==> config.mk <==
export PLATFORM = sky130hd
export DESIGN_NAME = nn_class_reader
export DESIGN_NICKNAME = d
export VERILOG_FILES = /design/src/rtl/nn_pkg.sv /design/src/rtl/nn_argmax_step.sv /design/src/rtl/nn_class_reader.sv
export SDC_FILE = /design/constraint.sdc
export NUM_CORES = 2
export LEC_CHECK = 0
export CAP_MARGIN = 20
export CORE_ASPECT_RATIO = 0.6
export CORE_MARGIN = 1.5
export CORE_UTILIZATION = 40
export CTS_BUF_LIST = sky130_fd_sc_hd__clkbuf_2 sky130_fd_sc_hd__clkbuf_4 sky130_fd_sc_hd__clkbuf_8
export DETAILED_ROUTE_END_ITERATION = 10
export GPL_ROUTABILITY_DRIVEN = 0
export PLACE_DENSITY_LB_ADDON = 0.05
export SETUP_SLACK_MARGIN = 0.5
export SLEW_MARGIN = 10
export SYNTH_ARGS = -nofsm -noshare
export SYNTH_HDL_FRONTEND = slang
export SYNTH_HIERARCHICAL = 1
export SYNTH_SLANG_ARGS = --single-unit
==> constraint.sdc <==
create_clock -name clk -period 35.3 [get_ports clk]
set_clock_uncertainty 0.05 [all_clocks]
set_input_delay 5.295 -clock clk [delete_from_list [all_inputs] [get_ports clk]]
set_output_delay 5.295 -clock clk [all_outputs]
set_load 0.02 [all_outputs]
==> src/rtl/nn_pkg.sv <==
`default_nettype none
// ============================================================================
// Module   : nn_pkg
// Brief    : Shared types and sizes for the neural-network result path.
// Revision : 1.0 - initial release
// ============================================================================
package nn_pkg;

    localparam int NN_NUM_CLASSES = 10;
    localparam int NN_OUT_BITS    = 48;

    typedef logic signed [NN_OUT_BITS-1:0] nn_score_t;
    typedef logic        [3:0]             nn_class_t;

    typedef enum logic [1:0] {
        IDLE = 2'd0,
        SCAN = 2'd1,
        HOLD = 2'd2
    } reader_state_t;

endpackage
`default_nettype wire

==> src/rtl/nn_argmax_step.sv <==
`default_nettype none
// ============================================================================
// Module   : nn_argmax_step
// Brief    : Combinational single-candidate update of the running
//            (best, best_idx, second) triple. Strictly-greater replaces the
//            best, so on ties the earlier (lower) index keeps the win and the
//            equal value becomes the runner-up.
// Revision : 1.0 - initial release
// ============================================================================
module nn_argmax_step
    import nn_pkg::*;
#(
    parameter int DATA_BITS = NN_OUT_BITS,
    parameter int IDX_BITS  = 4
) (
    input  logic                        first,
    input  logic signed [DATA_BITS-1:0] cand,
    input  logic        [IDX_BITS-1:0]  cand_idx,
    input  logic signed [DATA_BITS-1:0] best_in,
    input  logic        [IDX_BITS-1:0]  best_idx_in,
    input  logic signed [DATA_BITS-1:0] second_in,
    output logic signed [DATA_BITS-1:0] best_out,
    output logic        [IDX_BITS-1:0]  best_idx_out,
    output logic signed [DATA_BITS-1:0] second_out
);

    // Runner-up seed: anything real compares greater-or-equal to this.
    localparam logic signed [DATA_BITS-1:0] c_MOST_NEG = {1'b1, {(DATA_BITS-1){1'b0}}};

    // One signed compare step; the first candidate seeds the triple.
    always_comb begin
        best_out     = best_in;
        best_idx_out = best_idx_in;
        second_out   = second_in;
        if (first) begin
            best_out     = cand;
            best_idx_out = cand_idx;
            second_out   = c_MOST_NEG;
        end else if (cand > best_in) begin
            second_out   = best_in;
            best_out     = cand;
            best_idx_out = cand_idx;
        end else if (cand > second_in) begin
            second_out   = cand;
        end
    end

endmodule
`default_nettype wire

==> src/rtl/nn_class_reader.sv <==
`default_nettype none
// ============================================================================
// Module   : nn_class_reader
// Brief    : Snapshots the layer-2 scores on a rising done_in, scans them one
//            per cycle for the winning class, its score and its margin over
//            the runner-up, and offers the result on a valid/ready handshake.
// Revision : 1.0 - initial release
// ============================================================================
module nn_class_reader
    import nn_pkg::*;
#(
    parameter int NUM_CLASSES = NN_NUM_CLASSES,
    parameter int DATA_BITS   = NN_OUT_BITS,
    parameter int IDX_BITS    = 4
) (
    input  logic                        clk,
    input  logic                        rst,
    input  logic                        done_in,
    input  logic signed [DATA_BITS-1:0] scores [0:NUM_CLASSES-1],
    output logic                        out_valid,
    input  logic                        out_ready,
    output logic        [IDX_BITS-1:0]  class_idx,
    output logic signed [DATA_BITS-1:0] class_score,
    output logic        [DATA_BITS:0]   margin,
    output logic                        busy,
    output logic                        overrun
);

    localparam logic [IDX_BITS-1:0] c_LAST_IDX = IDX_BITS'(NUM_CLASSES - 1);

    reader_state_t               r_state;
    logic                        r_done_q;
    logic signed [DATA_BITS-1:0] r_snap [0:NUM_CLASSES-1];
    logic        [IDX_BITS-1:0]  r_idx;
    logic signed [DATA_BITS-1:0] r_best;
    logic        [IDX_BITS-1:0]  r_best_idx;
    logic signed [DATA_BITS-1:0] r_second;

    logic                        w_start;
    logic signed [DATA_BITS-1:0] w_best;
    logic        [IDX_BITS-1:0]  w_best_idx;
    logic signed [DATA_BITS-1:0] w_second;
    logic        [DATA_BITS:0]   w_margin;

    // done_q resets high so a done_in already asserted at reset release is
    // not mistaken for a fresh completion.
    always_ff @(posedge clk or posedge rst) begin
        if (rst) begin
            r_done_q <= 1'b1;
        end else begin
            r_done_q <= done_in;
        end
    end

    assign w_start = done_in & ~r_done_q;

    nn_argmax_step #(
        .DATA_BITS (DATA_BITS),
        .IDX_BITS  (IDX_BITS)
    ) u_step (
        .first        (r_idx == '0),
        .cand         (r_snap[r_idx]),
        .cand_idx     (r_idx),
        .best_in      (r_best),
        .best_idx_in  (r_best_idx),
        .second_in    (r_second),
        .best_out     (w_best),
        .best_idx_out (w_best_idx),
        .second_out   (w_second)
    );

    // Sign-extend by one bit so the full signed range difference fits.
    assign w_margin = {w_best[DATA_BITS-1], w_best} - {w_second[DATA_BITS-1], w_second};

    // Reader FSM: snapshot, serial scan, then hold the registered result.
    always_ff @(posedge clk or posedge rst) begin
        if (rst) begin
            r_state     <= IDLE;
            r_idx       <= '0;
            r_best      <= '0;
            r_best_idx  <= '0;
            r_second    <= '0;
            out_valid   <= 1'b0;
            class_idx   <= '0;
            class_score <= '0;
            margin      <= '0;
            busy        <= 1'b0;
            overrun     <= 1'b0;
            for (int i = 0; i < NUM_CLASSES; i++) begin
                r_snap[i] <= '0;
            end
        end else begin
            overrun <= 1'b0;
            case (r_state)
                IDLE: begin
                    if (w_start) begin
                        for (int i = 0; i < NUM_CLASSES; i++) begin
                            r_snap[i] <= scores[i];
                        end
                        r_idx   <= '0;
                        busy    <= 1'b1;
                        r_state <= SCAN;
                    end
                end
                SCAN: begin
                    if (w_start) begin
                        overrun <= 1'b1;
                    end
                    r_best     <= w_best;
                    r_best_idx <= w_best_idx;
                    r_second   <= w_second;
                    if (r_idx == c_LAST_IDX) begin
                        class_idx   <= w_best_idx;
                        class_score <= w_best;
                        margin      <= w_margin;
                        out_valid   <= 1'b1;
                        r_state     <= HOLD;
                    end else begin
                        r_idx <= r_idx + IDX_BITS'(1);
                    end
                end
                HOLD: begin
                    if (w_start) begin
                        overrun <= 1'b1;
                    end
                    if (out_ready) begin
                        out_valid <= 1'b0;
                        busy      <= 1'b0;
                        r_state   <= IDLE;
                    end
                end
                default: begin
                    r_state <= IDLE;
                end
            endcase
        end
    end

endmodule
`default_nettype wire

## Yosys cells after proc, flatten, opt, wreduce, memory -nomap -nowiden

Index checks and enable logic that the tools add are counted.

- Register bits: 691
- Input bits: 484
- Output and inout bits: 104
- Word-level logic and storage cells: 73

- Add/subtract/negate cells: 2
- Order comparisons: 3
- Equal/unequal tests: 7
- Multiplexer cells: 24
- Bitwise gates (word level): 3
- Reduce and logical (&&, ||, !) cells: 12

Operators by type and width:

| kind | count |
|---|---|
| two-way mux 48 bit | 7 |
| binary-select mux 48 bit (select 4 bit) | 1 |
| greater-than comparator 48 bit | 2 |
| subtractor 48 x 48 -> 49 bit | 1 |
| two-way mux 4 bit | 4 |
| AND reduction 3 bit | 4 |
| != test 2 bit (second input constant) | 4 |
| one-hot mux 4 bit (2 select lines) | 1 |
| two-way mux 2 bit | 3 |
| one-hot mux 2 bit (3 select lines) | 1 |
| nonzero test 2 bit | 3 |
| >= comparator 5 bit (second input constant) | 1 |
| two-way mux 1 bit | 5 |
| inverter 4 -> 5 bit | 1 |
| adder 4 x 1 -> 4 bit (second input constant) | 1 |
| equality test 4 bit (second input constant) | 1 |
| logical NOT 4 bit | 1 |
| one-hot mux 1 bit (2 select lines) | 2 |
| AND reduction 2 bit | 2 |
| equality test 2 x 1 -> 1 bit (second input constant) | 1 |
| equality test 2 bit (second input constant) | 1 |
| logical NOT 2 bit | 1 |
| OR reduction 2 bit | 1 |
| AND 1 bit | 1 |
| inverter 1 bit | 1 |

## Depth between registers and ports, before layout

- Depth in word-level cells: 9
- Depth in mapped cells: 31
- Depth with buffers taken out: 26

## Modules after synthesis

Netlist, hierarchy kept.

By module, submodules not included:

| module | times used | cells each | area an instance (um2) | sequential area each (um2) |
|---|---|---|---|---|
| nn_class_reader | 1 | 3463 | 32476.1 | 17292.8 |
| nn_argmax_step | 1 | 511 | 4426.7 | 0.0 |

## Least setup slack after synthesis

No wires, ideal clock.

- Path kind: reg2reg
- From: reg r_idx[1]
- To: reg margin[35]
- Setup time: 0.126 ns
- Arrival time: 6.717 ns
- Required time: 35.124 ns
- Setup slack: 28.407 ns
- Cell stages (with the launch flop): 28
- Path buffers: 6
- Clock period less this slack: 6.893 ns
- Path through: dfrtp_1 > clkbuf_1 > buf_1 > buf_1 > mux4_2 > a221oi_1 > nor2_1 > ha_1 > nand4_1 > or2_1 > or3_4 > o41ai_2 > a21oi_2 > nor3_2 > buf_6 > buf_12 > mux2_4 > ha_1 > buf_6 > a21oi_2 > o211ai_1 > a221o_1 > and3_4 > nor3_4 > o31a_2 > o21ai_2 > a211o_1 > a221o_1

- Elaborated cells between the ends (all ways): 15
- Classes of those cells: add/sub (1); order compare (2); eq/ne (1); mux (8); bitwise (1); reduce/logical (2)

RTL lines:

| item | RTL line | RTL |
|---|---|---|
| start: declaration | nn_class_reader.sv:34 | `logic [IDX_BITS-1:0] r_idx;` |
| start signal: assignment | nn_class_reader.sv:119 | `r_idx <= r_idx + IDX_BITS'(1);` |
| inverter 4 -> 5 bit (implied by the code) | nn_class_reader.sv:62 | `.cand (r_snap[r_idx]),` |
| binary-select mux 48 bit (select 4 bit) | nn_class_reader.sv:62 |  |
| two-way mux 48 bit (implied by the code) (2 in series) | nn_class_reader.sv:62 |  |
| greater-than comparator 48 bit | nn_argmax_step.sv:39 | `end else if (cand > best_in) begin` |
| two-way mux 48 bit | nn_argmax_step.sv:39 |  |
| two-way mux 48 bit (*) | nn_argmax_step.sv:35 | `if (first) begin` |
| via w_best[12] | nn_class_reader.sv:40 | `logic signed [DATA_BITS-1:0] w_best;` |
| subtractor 48 x 48 -> 49 bit (*) | nn_class_reader.sv:73 | `assign w_margin = {w_best[DATA_BITS-1], w_best} - {w_second[DATA_BITS-1], w_second};` |
| end signal: assignment | nn_class_reader.sv:115 | `margin <= w_margin;` |
| end: declaration | nn_class_reader.sv:24 | `output logic [DATA_BITS:0] margin,` |

The timed path passes the listed nets; every way through them passes the cells marked *. The select of a mux whose other input is x is not followed.
A chain may end at the register's enable or synchronous reset.

## Worst setup path after layout

- From: reg r_idx[1]
- To: reg margin[44]

- Longest elaborated chain between the ends: 9
- Elaborated cells between the ends (all ways): 15
- Classes of those cells: add/sub (1); order compare (2); eq/ne (1); mux (8); bitwise (1); reduce/logical (2)

RTL lines:

| item | RTL line | RTL |
|---|---|---|
| inverter 4 -> 5 bit (implied by the code) | nn_class_reader.sv:62 |  |
| binary-select mux 48 bit (select 4 bit) | nn_class_reader.sv:62 |  |
| two-way mux 48 bit (implied by the code) (2 in series) | nn_class_reader.sv:62 |  |
| greater-than comparator 48 bit | nn_argmax_step.sv:43 | `end else if (cand > second_in) begin` |
| two-way mux 48 bit | nn_argmax_step.sv:43 |  |
| two-way mux 48 bit | nn_argmax_step.sv:39 |  |
| two-way mux 48 bit (*) | nn_argmax_step.sv:35 |  |
| via w_second[32] | nn_class_reader.sv:42 | `logic signed [DATA_BITS-1:0] w_second;` |
| subtractor 48 x 48 -> 49 bit (*) | nn_class_reader.sv:73 |  |

Marked as above.

==> results.md <==
* Status: finished clean
* CTS tree: done
* Clock net sink count at about 690
* Post-Syn Nets at around 4600
* Initial Utilization at 40.3%
* Hold Path End: r_snap[0]
* Crit Path Class: reg -> reg
* Worst reg2reg startpoint: r_idx[1]
* Leading post-synthesis cells by cell area: dfrtp_1 (47%), nand2_1 (18%), mux4_2 (5.9%)
* Die width at 395 um
* Number of synthesized flops with an enable pin at 0
* Setup TNS at 0 ns
* Top post-synthesis cells by count: nand2_1 (1743), dfrtp_1 (690), clkbuf_1 (184), mux2_2 (178), inv_1 (167)
* Std-Cell Core Area at a little over 90000 um2
* Detailed Place HPWL at approximately 85000 um
* Register area at 17300 um2
* Worst-path clk slew at roughly 0.07 ns
* Critical Path Sink Type: flop
* Mapped Avg Cell Area at 9.29 um2
* Hold_sp: r_snap[0]
* Root Driver: clkbuf_8
* Overall Global Routing Usage at 25.7%
* Final #Nets at around 5100
* Fillers at 8734
* Max Slew Vio Count at 0
* IO Count at 588
* Via count at 29800
* Slew margin rel. at 5.31%
* DIE AREA at about 94000 um2
* Clock buffer count from CTS at between 100 and 150
* Largest net degree at the start of global routing at around 250
* Max-cap violation count at 0
* Number of global-route vias before repair at 30100
* Rows at 86
* Hold Path Class: reg -> reg
* DR iter-0 viols at 2145
* Syn. warnings at 6
* Syn Inst Count at 3974
* CP max FO at 52
* Longest Clk Path Bufs at 3
* Final setup vio count at 0
* Fmax at 104 MHz
* Dpl cells at roughly 5600
* Cell Area, Synth at 36900 um2
* Hold Vio Cnt, Final at 0
* CP required at between 30 and 40 ns
* WL final at 122000 um
* Share of layout cells above drive strength 1 at between 10% and 20%
* Drt first pass iters at 5
* Count leader, synth: nand2_1
* Buffers on Ports at slightly below 600
* R2R setup slack at 25.69 ns
* Cts hold-fix bufs at 0
* DIE HEIGHT at 238 um
* Post-layout util at between 50% and 60%
* Top cell type's share of synthesized area at a little under half
* Setup Fix Bufs, Post-CTS at 0
* Slew @ Worst Pin at roughly 1.4 ns
* RSZ-0062 raised after global routing: no
* Area grow syn2layout at 24.7%
* Hold Path Depth at 2
* Reg2reg end: margin[44]
* WL per Instance at ~21 um
* Vias/cell at slightly above 5
* Non-Filler Instances at 5793
* Post-synth ARST share at 100%
* Seq/Total Area, Yosys at between 40% and 50%
* Post-synth cell types at 85
* First-pass GRT wire length at approximately 190000 um
* Total grt overflow at 0
* Cell accounting for the most synthesized area: dfrtp_1
* Seq cells post-synth at ~700
* Final period util at 27.2%
* Setup crit start kind: flop
* Ys flop type: dfrtp_1
* Tmin final at around 9.6 ns
* Multi-input combinational cell area at 18000 um2
* Post-CTS Resized at 0
* Residual DRC at 0
* WP data arrival at 10.21 ns
* Routed Antenna Nets at 0
* H-tree depth at 3
* Register-to-Register Path Depth at 23
* Worst skew pair latency at 0.79 ns
* Initial antenna violation count at 15
registers in the layout, indices dropped and copies added, names as in the netlist:
signal       cells
class_idx        4
r_best_idx       4
r_done_q         1
out_valid        1
r_snap         480
overrun          1
margin          49
class_score     48
busy             1
r_state          2
r_idx            4
r_second        48
r_best          48
layer usage:
metal | wire [um] | vias to the layer above | GRT usage, %
li1 | - | 14200 | -
met1 | 54100 | 14600 | 35.1
met2 | 56700 | 793 | 41.5
met3 | 7520 | 181 | 5.20
met4 | 3150 | 14 | 7.44
met5 | 87 | - | 0
cell families after synthesis:
logic type      Yosys count  share of synthesized area [%]
compound gates          435                           8.00
flops                   691                           46.9
mux                     349                           14.1
simple gates           1907                           20.3
fa+ha+maj               151                           5.14
xor+xnor                 40                          0.949
buf+inv                 401                           4.64
layout make-up:
class	instances	share of cell area, %
tap	1232	3.35
clock buffer	166	4.57
multi-input combinational	2882	39.0
clock inverter	27	0.631
timing repair buffer	617	13.4
antenna	9	0.0489
sequential	691	37.6
inverter	169	1.40
metrics by stage:
step           hold slack [ns]  worst slack [ns]  instance area, um2
5_1_grt                  0.438             25.42               46000
2_1_floorplan            0.390             10.58               36900
3_3_place_gp             0.403             26.09               43600
3_5_place_dp             0.408             25.93               43600
4_1_cts                  0.423             25.92               46000
6_report                 0.417             25.69               46000
worst max path at each step:
stage               slack [ns]  cells past startpoint    endpoint     start
finish                   25.69                     23  margin[44]  r_idx[1]
global route             25.42                     23  margin[44]  r_idx[1]
CTS                      25.92                     25  margin[44]  r_idx[1]
detailed placement       25.93                     25  margin[44]  r_idx[1]
global placement         26.09                     25  margin[44]  r_idx[1]
floorplan                10.58                      1        busy       rst
cells in the final DEF (no fill, tap or decap), types with 6 or more instances in the layout:
master              n
nand3_1            23
inv_1             166
o21bai_1           12
a22o_1             49
nor2b_1            10
xor2_1             14
clkbuf_4           30
mux2_1             21
clkinv_2           16
buf_4              24
a21oi_2             6
nand4_1            29
nor4_1              6
a21o_1             29
nor3_1             10
dfrtp_1           687
clkdlybuf4s50_1   587
nand2_1          1741
xnor2_1            26
mux4_2             96
nand2b_1            7
a221oi_1           52
a211oi_1            9
ha_1              149
mux2_4             50
diode_2             9
a21oi_1           132
nor2_1             33
mux2_2            178
o21ai_0            83
and3_1              8
and2_1              8
clkbuf_8          137
worst max-delay path, cell delays in order (launching register included):
cell and delay [ns]:
dfrtp_4 0.51, buf_4 0.74, mux4_2 0.45, a221oi_1 0.59
a21oi_1 0.26, ha_1 0.44, nand4_1 0.44, nor4_1 0.99
o2bb2ai_1 0.31, o211ai_4 0.80, buf_4 0.54, mux2_1 0.36
a22o_1 0.19, inv_1 0.06, ha_1 0.31, a21oi_2 0.20
nand2_1 0.06, a21oi_1 0.29, or4b_4 0.52, o31ai_2 0.48
o21bai_1 0.25, a31oi_1 0.25, xor2_1 0.16, o21ai_0 0.08
Power is left out: the tool's default activity adds up to more than one toggle a clock period on the data nets, which glitch-free logic cannot reach.
